## src/rtl/logic_ops_pkg.sv

```systemverilog
// Shared opcode and state encodings for the logic-operation sequencer and its unit bank.
package logic_ops_pkg;

  typedef enum logic [1:0] {
    OP_AND = 2'b00,
    OP_OR  = 2'b01,
    OP_XOR = 2'b10,
    OP_NOT = 2'b11
  } op_e;

  typedef enum logic [1:0] {
    S_IDLE = 2'b00,
    S_EXEC = 2'b01,
    S_HOLD = 2'b10
  } state_e;

endpackage

```

## src/rtl/logic_unit_bank.sv

```systemverilog
// Combinational bank of AND/OR/XOR/NOT units with a result mux selected by opcode.
module logic_unit_bank
  import logic_ops_pkg::*;
#(
  parameter int DW = 4
) (
  input  logic            en,
  input  op_e             op,
  input  logic [DW-1:0]   x,
  input  logic [DW-1:0]   y,
  output logic [2*DW-1:0] result
);

  logic [DW-1:0]   and_r;
  logic [DW-1:0]   or_r;
  logic [DW-1:0]   xor_r;
  logic [2*DW-1:0] not_r;

  // Units see forced-zero operands when disabled so they stay quiet outside EXEC.
  logic [DW-1:0] x_g;
  logic [DW-1:0] y_g;

  assign x_g   = en ? x : '0;
  assign y_g   = en ? y : '0;
  assign and_r = x_g & y_g;
  assign or_r  = x_g | y_g;
  assign xor_r = x_g ^ y_g;
  assign not_r = en ? ~{x_g, y_g} : '0;

  // NOTE: every output of an always_comb gets a value on every path (here via the
  // default arm), otherwise synthesis infers a latch to hold the old value.
  always_comb begin
    result = '0;
    case (op)
      OP_AND:  result = {{DW{1'b0}}, and_r};
      OP_OR:   result = {{DW{1'b0}}, or_r};
      OP_XOR:  result = {{DW{1'b0}}, xor_r};
      OP_NOT:  result = not_r;
      default: result = '0;
    endcase
  end

endmodule

```

## src/rtl/logic_op_sequencer.sv

```systemverilog
// Valid/ready front end: latches a command, runs it through the unit bank for one
// cycle, then holds the result until the consumer takes it.
module logic_op_sequencer
  import logic_ops_pkg::*;
#(
  parameter int DW    = 4,
  parameter int CNT_W = 8
) (
  input  logic             clk,
  input  logic             rst,
  input  logic             cmd_valid,
  output logic             cmd_ready,
  input  logic [1:0]       cmd_op,
  input  logic [DW-1:0]    cmd_x,
  input  logic [DW-1:0]    cmd_y,
  output logic             res_valid,
  input  logic             res_ready,
  output logic [2*DW-1:0]  res_data,
  output logic [1:0]       res_op,
  output logic             busy,
  output logic [CNT_W-1:0] op_count
);

  state_e            state_q, state_d;
  op_e               op_q;
  logic [DW-1:0]     x_q;
  logic [DW-1:0]     y_q;
  logic [2*DW-1:0]   res_data_q;
  op_e               res_op_q;
  logic [CNT_W-1:0]  count_q;

  logic              accept;
  logic              capture;
  logic              done;
  logic              unit_en;
  logic [2*DW-1:0]   bank_result;

  logic_unit_bank #(.DW(DW)) u_bank (
    .en     (unit_en),
    .op     (op_q),
    .x      (x_q),
    .y      (y_q),
    .result (bank_result)
  );

  // NOTE: state registers use non-blocking assignments so every flop samples its
  // inputs from before the clock edge, independent of statement order.
  always_ff @(posedge clk or posedge rst) begin
    if (rst) state_q <= S_IDLE;
    else     state_q <= state_d;
  end

  always_comb begin
    state_d   = state_q;
    cmd_ready = 1'b0;
    res_valid = 1'b0;
    busy      = 1'b1;
    accept    = 1'b0;
    capture   = 1'b0;
    done      = 1'b0;
    unit_en   = 1'b0;
    case (state_q)
      S_IDLE: begin
        cmd_ready = 1'b1;
        busy      = 1'b0;
        if (cmd_valid) begin
          accept  = 1'b1;
          state_d = S_EXEC;
        end
      end
      S_EXEC: begin
        unit_en = 1'b1;
        capture = 1'b1;
        state_d = S_HOLD;
      end
      S_HOLD: begin
        res_valid = 1'b1;
        if (res_ready) begin
          done    = 1'b1;
          state_d = S_IDLE;
        end
      end
      default: begin
        busy    = 1'b0;
        state_d = S_IDLE;
      end
    endcase
  end

  // Operands are frozen at acceptance so later cmd_* activity cannot disturb the result.
  always_ff @(posedge clk or posedge rst) begin
    if (rst) begin
      op_q <= OP_AND;
      x_q  <= '0;
      y_q  <= '0;
    end else if (accept) begin
      op_q <= op_e'(cmd_op);
      x_q  <= cmd_x;
      y_q  <= cmd_y;
    end
  end

  always_ff @(posedge clk or posedge rst) begin
    if (rst) begin
      res_data_q <= '0;
      res_op_q   <= OP_AND;
    end else if (capture) begin
      res_data_q <= bank_result;
      res_op_q   <= op_q;
    end
  end

  always_ff @(posedge clk or posedge rst) begin
    if (rst)       count_q <= '0;
    else if (done) count_q <= count_q + CNT_W'(1);
  end

  assign res_data = res_data_q;
  assign res_op   = res_op_q;
  assign op_count = count_q;

endmodule
```

## config.mk

```make
export PLATFORM = sky130hd
export DESIGN_NAME = logic_op_sequencer
export DESIGN_NICKNAME = d
export VERILOG_FILES = /design/src/rtl/logic_ops_pkg.sv /design/src/rtl/logic_unit_bank.sv /design/src/rtl/logic_op_sequencer.sv
export SDC_FILE = /design/constraint.sdc
export NUM_CORES = 1
export LEC_CHECK = 0
export CORE_ASPECT_RATIO = 0.5
export CORE_MARGIN = 2
export CORE_UTILIZATION = 54
export CTS_CLUSTER_SIZE = 25
export DETAILED_ROUTE_END_ITERATION = 7
export PLACE_DENSITY = 0.82
export SYNTH_ARGS = -nofsm -noshare
export SYNTH_HDL_FRONTEND = slang
export SYNTH_SLANG_ARGS = --single-unit
```

## constraint.sdc

```tcl
create_clock -name clk -period 4.7 [get_ports clk]
set_input_delay 0.705 -clock clk [delete_from_list [all_inputs] [get_ports clk]]
set_output_delay 0.705 -clock clk [all_outputs]
set_load 0.05 [all_outputs]
```

Word-level counts from Yosys, hierarchy flattened. Index checks and enable logic that the tools add are counted. Widths: inputs -> output; s select.

Add/subtract/negate cells: 1. Eq/ne operators: 7. Muxes and demuxes: 14. Bitwise operators: 4. Reduce and logical (&&, ||, !) cells: 4.

Operators with widths (count): $pmux 8 s4 (1); $add 8x1->8 const B (1); $mux 1 (8); $mux 4 (2); $not 8->8 (1); $eq 2x2->1 const B (3); $pmux 2 s3 (1); $and 4x4->4 (1); $eq 2x1->1 const B (2); $logic_not 2->1 (2); $mux 2 (2); $ne 2x2->1 const B (2); $or 4x4->4 (1); $xor 4x4->4 (1); $reduce_and 2->1 (1); $reduce_or 2->1 (1).

Bits in registers: 30. Input bits: 14. Word-level logic and storage cells: 37.

Logic depth before layout (Yosys ltp).
Depth after elaboration: 5. Gate-level depth with buffers: 10.

Hierarchy. From an unflattened synthesis, not the netlist that was laid out.

Cell total of the unflattened synthesis: 133. Area total of the unflattened synthesis: 1631.6 um^2.

By module, submodules not included: logic_op_sequencer (instances 1, cells each 85, area an instance 1281.2 um^2, sequential area each 750.7 um^2); logic_unit_bank (instances 1, cells each 48, area an instance 350.3 um^2, sequential area each 0.0 um^2).

Worst setup path before layout. OpenSTA, ideal clock, no wires.

Kind: register to register. Start: register state_q[1]. End: register res_data_q[0], in the netlist res_data[0]. Library setup time: 0.125 ns. Arrival time: 2.085 ns. Data required time: 4.575 ns. Path slack: 2.490 ns. Cell stages (with the launch flop): 9. Period minus slack after synthesis: 2.210 ns. Cell sequence: dfrtp_1 -> inv_1 -> ha_1 -> buf_2 -> buf_2 -> and2_1 -> ha_1 -> mux4_2 -> mux2_4.

Word-level cells in the longest chain between the ends: 5. Elaborated cells on any way between the ends: 9. Those cells by class: eq/ne: 1; mux: 4; bitwise: 4.

Ends and longest elaborated chain: from (decl) (line logic_op_sequencer.sv:24) `state_e state_q, state_d;`; from (signal assigned) (line logic_op_sequencer.sv:50) `else state_q <= state_d;`; $eq 2x1->1 (*) (line logic_op_sequencer.sv:62) `case (state_q)`; $mux 1 (*) (line logic_op_sequencer.sv:62); $mux 4, on equally long branches (line logic_unit_bank.sv:23, logic_unit_bank.sv:24); $xor 4x4->4, or another cell as far along (line logic_unit_bank.sv:27) `assign xor_r = x_g ^ y_g;`; $pmux 8 s4 (line logic_unit_bank.sv:34) `case (op)`; to (signal assigned) (line logic_op_sequencer.sv:108) `res_data_q <= bank_result;`; to (decl) (line logic_op_sequencer.sv:28) `logic [2*DW-1:0] res_data_q;`.

Every way passes the cells marked *; elsewhere a longest branch is shown, timed or not. A chain may end at the register's enable or synchronous reset.

Worst setup path in the final report.
Start: register state_q[0]. End: output port res_valid.

Word-level cells in the longest chain between the ends: 2.

Ends and longest elaborated chain: $eq 2x2->1 (line logic_op_sequencer.sv:62); $mux 1 (line logic_op_sequencer.sv:62); to (decl) (line logic_op_sequencer.sv:16) `output logic res_valid,`.

Every way passes these cells.

==> results.cfg <==
[logic_synthesis]
synth_top_area_share = 0.474
syn_avg_cell_area_sq_um = 12.2
yosys.area.top_type = dfrtp_1
synth_area_sq_um = 1590
synthArstFlopShare = 1.00
yosysWarningCount = 0
yosysUniqueCellTypes = 17
ys_seq_area_frac = 0.474
synth_seq_cells = 30
synth.area.top_cells = dfrtp_1, mux2_2, ha_1, mux4_2, inv_1
syn_inst = 130
synth_edf_count = 0
synthFlopType = dfrtp_1
syn_nets = 158

[clocking]
clk_path_buf_depth = 2
htree_levels = 2
cts_resized = 0
cts.clk_slew.worst_paths_ps = 60
cts_tree = yes
cts_setup_buffers = 0
cts_sinks = 30
hold_buffers = 0
insertion_delay_ps = 280
cts_buffers = 5
root_buffer = clkbuf_8

[global_routing]
grt_overflow = 0
antenna_found_initial = 0
grt_first_pass_wirelength_um = 5110
grt_usage = 0.205
grt_max_degree = 31
grt_pass1_vias = 1075

[sta]
fmax_mhz = 388
rsz0062_at_grt = no
tightest_slew_ps = 751
setup_tns_ps = 0
clock_skew_ps = 5.26
hold_viol = 0
period_minus_slack_ps = 2580
fin_ws_ps = 2120
relSlewSlack = 0.499
holdWs_ps = 467
setup_viol = 0
slew_viol_final = 0
fin_crit_sh = 0.549

[hold_path]
holdCritPathClass = reg2reg

[route]
dr.pass1.iters = 4
ant_nets = 0
wl_um = 2830
drt_iter0_drc = 29
post-route-drc-count = 0
vias = 1037
vias_per_cell = 5.08
post_drt_wl_per_cell_um = 13.8

[layout]
final_common_cell = clkdlybuf4s50_1
layout_common_cells = clkdlybuf4s50_1, dfrtp_1, inv_1, mux2_2, ha_1
area_growth_pct = 28.0
diodes = 0
layout-drive-gt1-share = 0.204
fin_nets = 196
design_area_sq_um = 2030
final.fill_count = 194

[flow_run]
cap_viol_max_count = 0

[worst_setup_path]
crit_path_end = res_valid
worst-path-max-fanout = 4
crit_start = state_q[0]
worstSetupEndpointType = output pin
reg2reg_from = state_q[1]
cp_slowest_cell = clkdlybuf4s50_1
cp.required_ps = 3990
r2r-end = res_data[2]
arrival_ps = 1870
ff2ff_path_depth = 7
critPathLaunchType = flip-flop
r2r_setup_slack_ps = 2200
max_stage_delay_ps = 830
critPathKind = reg2out
crit_chain = inv_1 > ha_1 > clkdlybuf4s50_1

[power_and_ir_drop]
leakage_uw = 0.00100
finalPower_uw = 1440
ir_worst_vdd_v = 0.000467
p_per_area_nw_per_um2 = 709

[placed_design]
io_buffer_count = 34
hpwl_um = 1960
pre_cts_slack_ps = 2200
place_area_sq_um = 1950
finalWeightedCongestion = 0.703

[run_status]
status = complete, no violations

[die]
die_w_um = 80.6
rows = 13
io_pins = 35
initial_core_util = 0.591
core_sq_um = 2680
dieHeight_um = 42.3
dieArea_sq_um = 3410
[logic make-up (layout without fill, tap and decap cells)]
logic type / Yosys count / after routing / share of synthesized area
flops: 30 / 30 / 0.474
fa+ha+maj: 14 / 14 / 0.110
buf+inv: 25 / 62 / 0.0702
simple gates: 26 / 26 / 0.0734
compound gates: 1 / 1 / 0.00395
mux: 27 / 27 / 0.230
xor+xnor: 7 / 7 / 0.0387
[worst max-delay path: cells and delay by family (launching register included)]
family / cells / cell delay [ps]
buf+inv: 2 / 950
flops: 1 / 410
fa+ha+maj: 1 / 240
[power breakdown]
group	total (uW)	leakage [uW]	internal [uW]	switching [uW]
clock network	201	0.0000431	113	88.9
registers	458	0.000377	361	97.4
logic	779	0.000584	353	426
total	1440	0.00100	826	612
[synth_stat cells, types with 2 or more instances]
library cell / count
dfrtp_1: 30
inv_1: 21
mux2_2: 19
ha_1: 14
nand2_1: 10
nor2_1: 6
xor2_1: 5
and2_1: 4
mux2_4: 4
mux4_2: 4
nor3_1: 3
buf_2: 2
buf_6: 2
nand3_1: 2
xnor2_1: 2
[per-stage QoR]
| step | util | cells |
|---|---|---|
| after global placement | 0.725 | 198 |
| after CTS | 0.756 | 204 |
| after global routing | 0.756 | 204 |
| final | 0.756 | 204 |
| after detailed placement | 0.725 | 198 |
| after floorplan | - | 130 |
[flip-flops by register name (all words and copies together) (netlist names)]
signal,cells
op_count,8
res_op,2
x_q,4
op_q,2
res_data,8
y_q,4
state_q,2
[final cells by class]
class                           instances  area (sq um)  share of cell area
Inverter                               21          78.8              0.0388
Multi-Input combinational cell         75           723               0.356
Timing Repair Buffer                   35           348               0.171
Sequential cell                        30           751               0.370
Tap cell                               37          46.3              0.0228
Clock buffer                            6          82.6              0.0407
[worst min-delay path by stage]
| stage | from | slack, ps | end | depth (start not counted) |
|---|---|---|---|---|
| after global routing | op_count[7] | 500 | op_count[7] | 1 |
| final | op_count[7] | 470 | op_count[7] | 1 |
| after global placement | op_count[7] | 460 | op_count[7] | 1 |
| after floorplan | x_q[0] | 490 | x_q[0] | 1 |
| after CTS | op_count[7] | 470 | op_count[7] | 1 |
| after detailed placement | op_count[7] | 460 | op_count[7] | 1 |
[metal layers]
metal  GRT usage  vias up  routed length [um]
met5           0        -                   0
met4      0.0814        0                  51
met3      0.0711        8                 140
met2       0.328       25                1390
met1       0.257      511                1240
li1            -      493                   -
Note: power is estimated with default switching activity, not from simulation.
